<file path="src/rtl/hazard_ctrl_pkg.sv">
// Shared types and default latencies for the hazard controller.
// MDU sequencer states and the counter width live here.
package hazard_ctrl_pkg;

  typedef enum logic [1:0] {
    IDLE = 2'd0,
    RUN  = 2'd1,
    DONE = 2'd2
  } mdu_state_t;

  localparam int MUL_LAT_DEF = 3;
  localparam int DIV_LAT_DEF = 64;
  localparam int CNT_W       = 8;

endpackage

</file>
<file path="src/rtl/hazard_ctrl_mdu_seq.sv">
// Multiply/divide occupancy sequencer for the execute stage.
// Holds E for LAT cycles, then raises done for one cycle.
import hazard_ctrl_pkg::*;

module mdu_seq #(
  parameter int MUL_LAT = MUL_LAT_DEF,
  parameter int DIV_LAT = DIV_LAT_DEF
) (
  input  logic clk,
  input  logic resetn,
  input  logic start,
  input  logic div,
  input  logic freeze,
  output logic stall,
  output logic busy,
  output logic done
);

  mdu_state_t       state_q, state_d;
  logic [CNT_W-1:0] cnt_q, cnt_d;
  logic [CNT_W-1:0] lat_m1;

  assign lat_m1 = div ? CNT_W'(DIV_LAT - 1)
                      : CNT_W'(MUL_LAT - 1);

  always_ff @(posedge clk or negedge resetn) begin
    if (!resetn) begin
      state_q <= IDLE;
      cnt_q   <= '0;
    end else begin
      state_q <= state_d;
      cnt_q   <= cnt_d;
    end
  end

  // A frozen pipeline holds both state and count.
  always_comb begin
    state_d = state_q;
    cnt_d   = cnt_q;
    if (!freeze) begin
      unique case (state_q)
        IDLE: begin
          if (start) begin
            cnt_d   = lat_m1;
            state_d = RUN;
          end
        end
        RUN: begin
          cnt_d = cnt_q - CNT_W'(1);
          if (cnt_q == CNT_W'(1)) begin
            state_d = DONE;
          end
        end
        DONE: begin
          state_d = IDLE;
        end
        default: begin
          state_d = IDLE;
        end
      endcase
    end
  end

  always_comb begin
    stall = 1'b0;
    busy  = 1'b0;
    done  = 1'b0;
    unique case (state_q)
      IDLE: stall = !freeze && start;
      RUN: begin
        stall = !freeze;
        busy  = 1'b1;
      end
      DONE: done = !freeze;
      default: ;
    endcase
  end

endmodule

</file>
<file path="src/rtl/hazard_ctrl.sv">
// Pipeline hazard controller: stall/flush strobes for F/D/E/M/W,
// MDU occupancy, load-use bubbles and wrong-path fetch discard.
import hazard_ctrl_pkg::*;

module hazard_ctrl #(
  parameter int MUL_LAT = MUL_LAT_DEF,
  parameter int DIV_LAT = DIV_LAT_DEF
) (
  input  logic       clk,
  input  logic       resetn,
  input  logic [4:0] rs1D,
  input  logic [4:0] rs2D,
  input  logic       use1D,
  input  logic       use2D,
  input  logic [4:0] dstE,
  input  logic       memtoregE,
  input  logic       regwriteE,
  input  logic       redirectE,
  input  logic       mdu_startE,
  input  logic       mdu_divE,
  input  logic       i_busy,
  input  logic       d_busy,
  output logic       stallF,
  output logic       stallD,
  output logic       stallE,
  output logic       stallM,
  output logic       flushD,
  output logic       flushE,
  output logic       flushM,
  output logic       flushW,
  output logic       mdu_busy,
  output logic       mdu_done
);

  logic mdu_stall;
  logic lu_hit;
  logic lu_act;
  logic redir;
  logic pend_fl;
  logic pend_q, pend_d;

  mdu_seq #(
    .MUL_LAT (MUL_LAT),
    .DIV_LAT (DIV_LAT)
  ) u_mdu (
    .clk    (clk),
    .resetn (resetn),
    .start  (mdu_startE),
    .div    (mdu_divE),
    .freeze (d_busy),
    .stall  (mdu_stall),
    .busy   (mdu_busy),
    .done   (mdu_done)
  );

  assign lu_hit = memtoregE && regwriteE
               && (dstE != 5'd0)
               && ((use1D && (rs1D == dstE))
                || (use2D && (rs2D == dstE)));

  assign stallE = d_busy || mdu_stall;
  assign stallM = d_busy;
  assign flushW = d_busy;
  assign flushM = mdu_stall && !d_busy;

  assign redir  = redirectE && !stallE;
  // A redirect flushes the dependent op, so load-use yields to it.
  assign lu_act = lu_hit && !stallE && !redir;

  assign stallD = stallE || lu_act;
  assign stallF = stallD || i_busy;

  assign pend_fl = pend_q && !i_busy;

  assign flushD = !stallD && (redir || i_busy || pend_fl);
  assign flushE = redir || lu_act;

  // The pending discard is only consumed once D actually flushes.
  always_comb begin
    pend_d = pend_q;
    unique case (1'b1)
      redir && i_busy:    pend_d = 1'b1;
      pend_fl && !stallD: pend_d = 1'b0;
      default: ;
    endcase
  end

  always_ff @(posedge clk or negedge resetn) begin
    if (!resetn) begin
      pend_q <= 1'b0;
    end else begin
      pend_q <= pend_d;
    end
  end

endmodule

</file>
<file path="config.mk">
export PLATFORM = sky130hd
export DESIGN_NAME = hazard_ctrl
export DESIGN_NICKNAME = d
export VERILOG_FILES = /design/src/rtl/hazard_ctrl_pkg.sv /design/src/rtl/hazard_ctrl_mdu_seq.sv /design/src/rtl/hazard_ctrl.sv
export SDC_FILE = /design/constraint.sdc
export NUM_CORES = 1
export LEC_CHECK = 0
export ABC_CLOCK_PERIOD_IN_PS = 2900
export BUFFER_PORTS_ARGS = -buffer_cell sky130_fd_sc_hd__buf_2
export CORE_ASPECT_RATIO = 0.9
export CORE_UTILIZATION = 51
export CTS_BUF_LIST = sky130_fd_sc_hd__clkbuf_16
export DETAILED_ROUTE_END_ITERATION = 16
export GPL_TIMING_DRIVEN = 0
export PLACE_DENSITY = 0.84
export SYNTH_ARGS = -nofsm -noshare
export SYNTH_HDL_FRONTEND = slang
export SYNTH_SLANG_ARGS = --single-unit
</file>
<file path="constraint.sdc">
create_clock -name clk -period 2.9 [get_ports clk]
set_input_delay 0.29 -clock clk [delete_from_list [all_inputs] [get_ports clk]]
set_output_delay 0.29 -clock clk [all_outputs]
set_load 0.02 [all_outputs]
</file>
==> metrics.md <==
| Metric | Value |
|---|---|
| Yosys warning total | `0` |
| H-tree Lvls | `1` |
| Status | `completed` |
| Final instance area | `about 1200 um2` |
| Final WL | `2.23 mm` |
| Skew final | `about 3.0 ps` |
| Drt pass-1 iters | `4` |
| Post-synth EDFFs | `0` |
| Area of the multi-input gates | `between 500 and 600 um2` |
| Antenna cells | `0` |
| Hold Violations, Final | `0` |
| Sequential element share of the synthesized area | `just over 30%` |
| Crit path required time | `between 2000 and 3000 ps` |
| Fraction of layout cells with a size suffix above 1 | `between 30% and 40%` |
| CP top delay family | `compound AO/OA/AOI/OAI gates` |
| LEAKAGE | `approximately 0.00053 uW` |
| Core box area | `1530 um2` |
| First-pass GRT wire length | `around 3.5 mm` |
| Final instance count without filler cells | `roughly 170` |
| Max clock buf depth | `2` |
| Yosys cell types | `42` |
| Placed cell area | `approximately 1100 um2` |
| Per-cell routed wire length | `roughly 13 um` |
| Peak supply drop | `roughly 0.0008 V` |
| Cells along the critical path | `o21bai_1 > nand2_1 > o22ai_1 > buf_2` |
| Setup bufs post-CTS | `0` |
| Synth Cell Area | `a little under 900 um2` |
| Setup_tns | `0 ps` |
| CTS Root Cell | `clkbuf_16` |
| FF+latch area | `~280 um2` |
| Row Count | `13` |
| CTS Hold Bufs | `1` |
| Post-synth top cells | `nor2_1 (12), dfrtp_1 (11), xor2_1 (8), inv_1 (7), o21ai_1 (5)` |
| Area delta synth->final | `32.4%` |
| Ys flop type | `dfrtp_1` |
| Crit path time final | `roughly 1800 ps` |
| Max_cap viols | `0` |
| Most numerous cell in the Yosys netlist | `nor2_1` |
| Final setup vio count | `0` |
| Die ar. | `1900 um2` |
| Worst EP arrival | `between 1500 and 2000 ps` |
| Most area-consuming cells after synthesis | `dfrtp_1 (31%), xor2_1 (7.9%), nor2_1 (5.1%)` |
| Crit-path max cell delay | `between 400 and 500 ps` |
| Pin count of the biggest net entering global routing | `12` |
| PD cells | `around 800 nW/um2` |
| Number of remaining DRC errors | `0` |
| Ports | `36` |
| Tcrit/Tclk final | `a little under two thirds` |
| Gpl congestion | `0.823` |
| Clk Latency, worst-skew pair | `240 ps` |
| Post-route ant nets | `0` |
| Cell taking the most area after synthesis | `dfrtp_1` |
| DR vias/cell | `about 5.4` |
| Slowest cell on the critical path | `dfrtp_1` |
| Worst Max-Slew Pin Slew | `~440 ps` |
| DR iter-0 viols | `14` |
| Chip Height | `41.5 um` |
| Syn Inst Count | `105` |
| Worst path bufs/invs | `1` |
| Placed Instances | `161` |
| Mean Syn Cell Area | `8.41 um2` |
| Hold Slack | `between 300 and 400 ps` |
| Overall power | `~930 uW` |
| Unrepaired setup endpoints after global routing | `no` |
| Crit path max fanout | `8` |
| PortBufs | `34` |
| FFs w/ async S/R, synth | `100%` |
| Die X | `around 46 um` |
| Initial Util | `about 58%` |
| CTS tree | `done` |
| Post-Syn Nets | `between 100 and 150` |
| CTS clk-pin slew, worst paths | `40 ps` |
| Startpoint Class | `flop` |
| Initial antenna violation count | `0` |
| F_max | `0.543 GHz` |
| Hold Path Class | `input pin to flop` |
| Share of the synthesized area in the top cell type | `a little under a third` |
| Vias in the first global route | `about 810` |
| Final-report max-slew violation count | `0` |
| Number of synthesized register bits | `11` |
| Clock Sinks | `11` |
| GR Overflow Total | `0` |
| Post-layout nets | `173` |
| Via count | `900` |
| Num CTS Buffers | `3` |
| Dpl hpwl | `~1.7 mm` |
| GRT Resource Usage Total | `24.9%` |
| Fillers | `approximately 120` |
| Worst Setup End Kind | `output pin` |
| Max_slew headroom | `70.8%` |
| Resize count post-CTS | `0` |
| Kind of critical path | `flop to output pin` |
## layout make-up
type	instances	share of cell area, %
well taps	22	2.35
clock buffers	3	6.42
flip-flops and latches	11	23.5
multi-input cells	81	45.9
clock inverters	1	0.321
repair buffers	35	15.4
inverters	8	2.57
plain buffers	5	3.53
## registers in the layout, summed over array words and instances (netlist names)
signal,cells
u_mdu.cnt_q,8
u_mdu.state_q,2
pend_q,1
## power by group
| part | switching [uW] | internal (uW) |
|---|---|---|
| Clock | 66.7 | 181 |
| Sequential | 79.8 | 216 |
| Combinational | 222 | 168 |
## metal layers
layer	track usage, %	part of all wire [%]	up-vias
met3	6.52	3.9	0
met1	33.5	45	423
met4	3.53	0	0
li1	-	-	457
met2	40.3	51	20
met5	0	0	-
## tightest hold or removal path: cells and delay by family
| kind | cells | cell delay (ps) |
|---|---|---|
| AO/OA/AOI/OAI | 2 | 130 |
| buffers and inverters | 1 | 100 |
## cells by family after synthesis
logic type	count (synthesis)	synth area share [%]
compound gates	32	24.5
buf+inv	13	8.07
xor+xnor	10	9.92
simple gates	36	22.2
mux	1	1.27
fa+ha+maj	2	2.83
flops	11	31.2
## cells in the final DEF (no fill, tap or decap), types with 3 or more instances in the layout
master / netlist / layout
clkbuf_16: 0 / 3
dfrtp_1: 11 / 11
o21ai_1: 5 / 5
inv_1: 7 / 8
a21oi_1: 3 / 3
nor2_1: 12 / 12
buf_2: 0 / 34
nand3_1: 4 / 4
nand2_1: 4 / 4
a31oi_1: 4 / 4
o21ai_0: 4 / 4
xor2_1: 8 / 8
## path summary, 6_finish.rpt
| kind | to | depth (start not counted) | start | slack, ps |
|---|---|---|---|---|
| setup reg to reg | u_mdu.cnt_q[6] | 5 | u_mdu.cnt_q[0] | 1400 |
| setup / recovery | flushE | 4 | u_mdu.state_q[0] | 1060 |
| max in group asynchronous | u_mdu.cnt_q[5] | 2 | resetn | 2240 |
| min in group asynchronous | u_mdu.cnt_q[3] | 2 | resetn | 450 |
| hold reg to reg | u_mdu.cnt_q[4] | 1 | u_mdu.cnt_q[4] | 550 |
| hold / removal | pend_q | 3 | i_busy | 320 |
## metrics by stage
step | utilization, % | setup WS [ps]
6_report | 76.5 | 1060
5_1_grt | 76.5 | 901
4_1_cts | 76.5 | 1080
3_5_place_dp | 70.7 | 1100
3_3_place_gp | 70.7 | 1110
2_1_floorplan | - | 1210
Power figures use the tool's default switching activity.
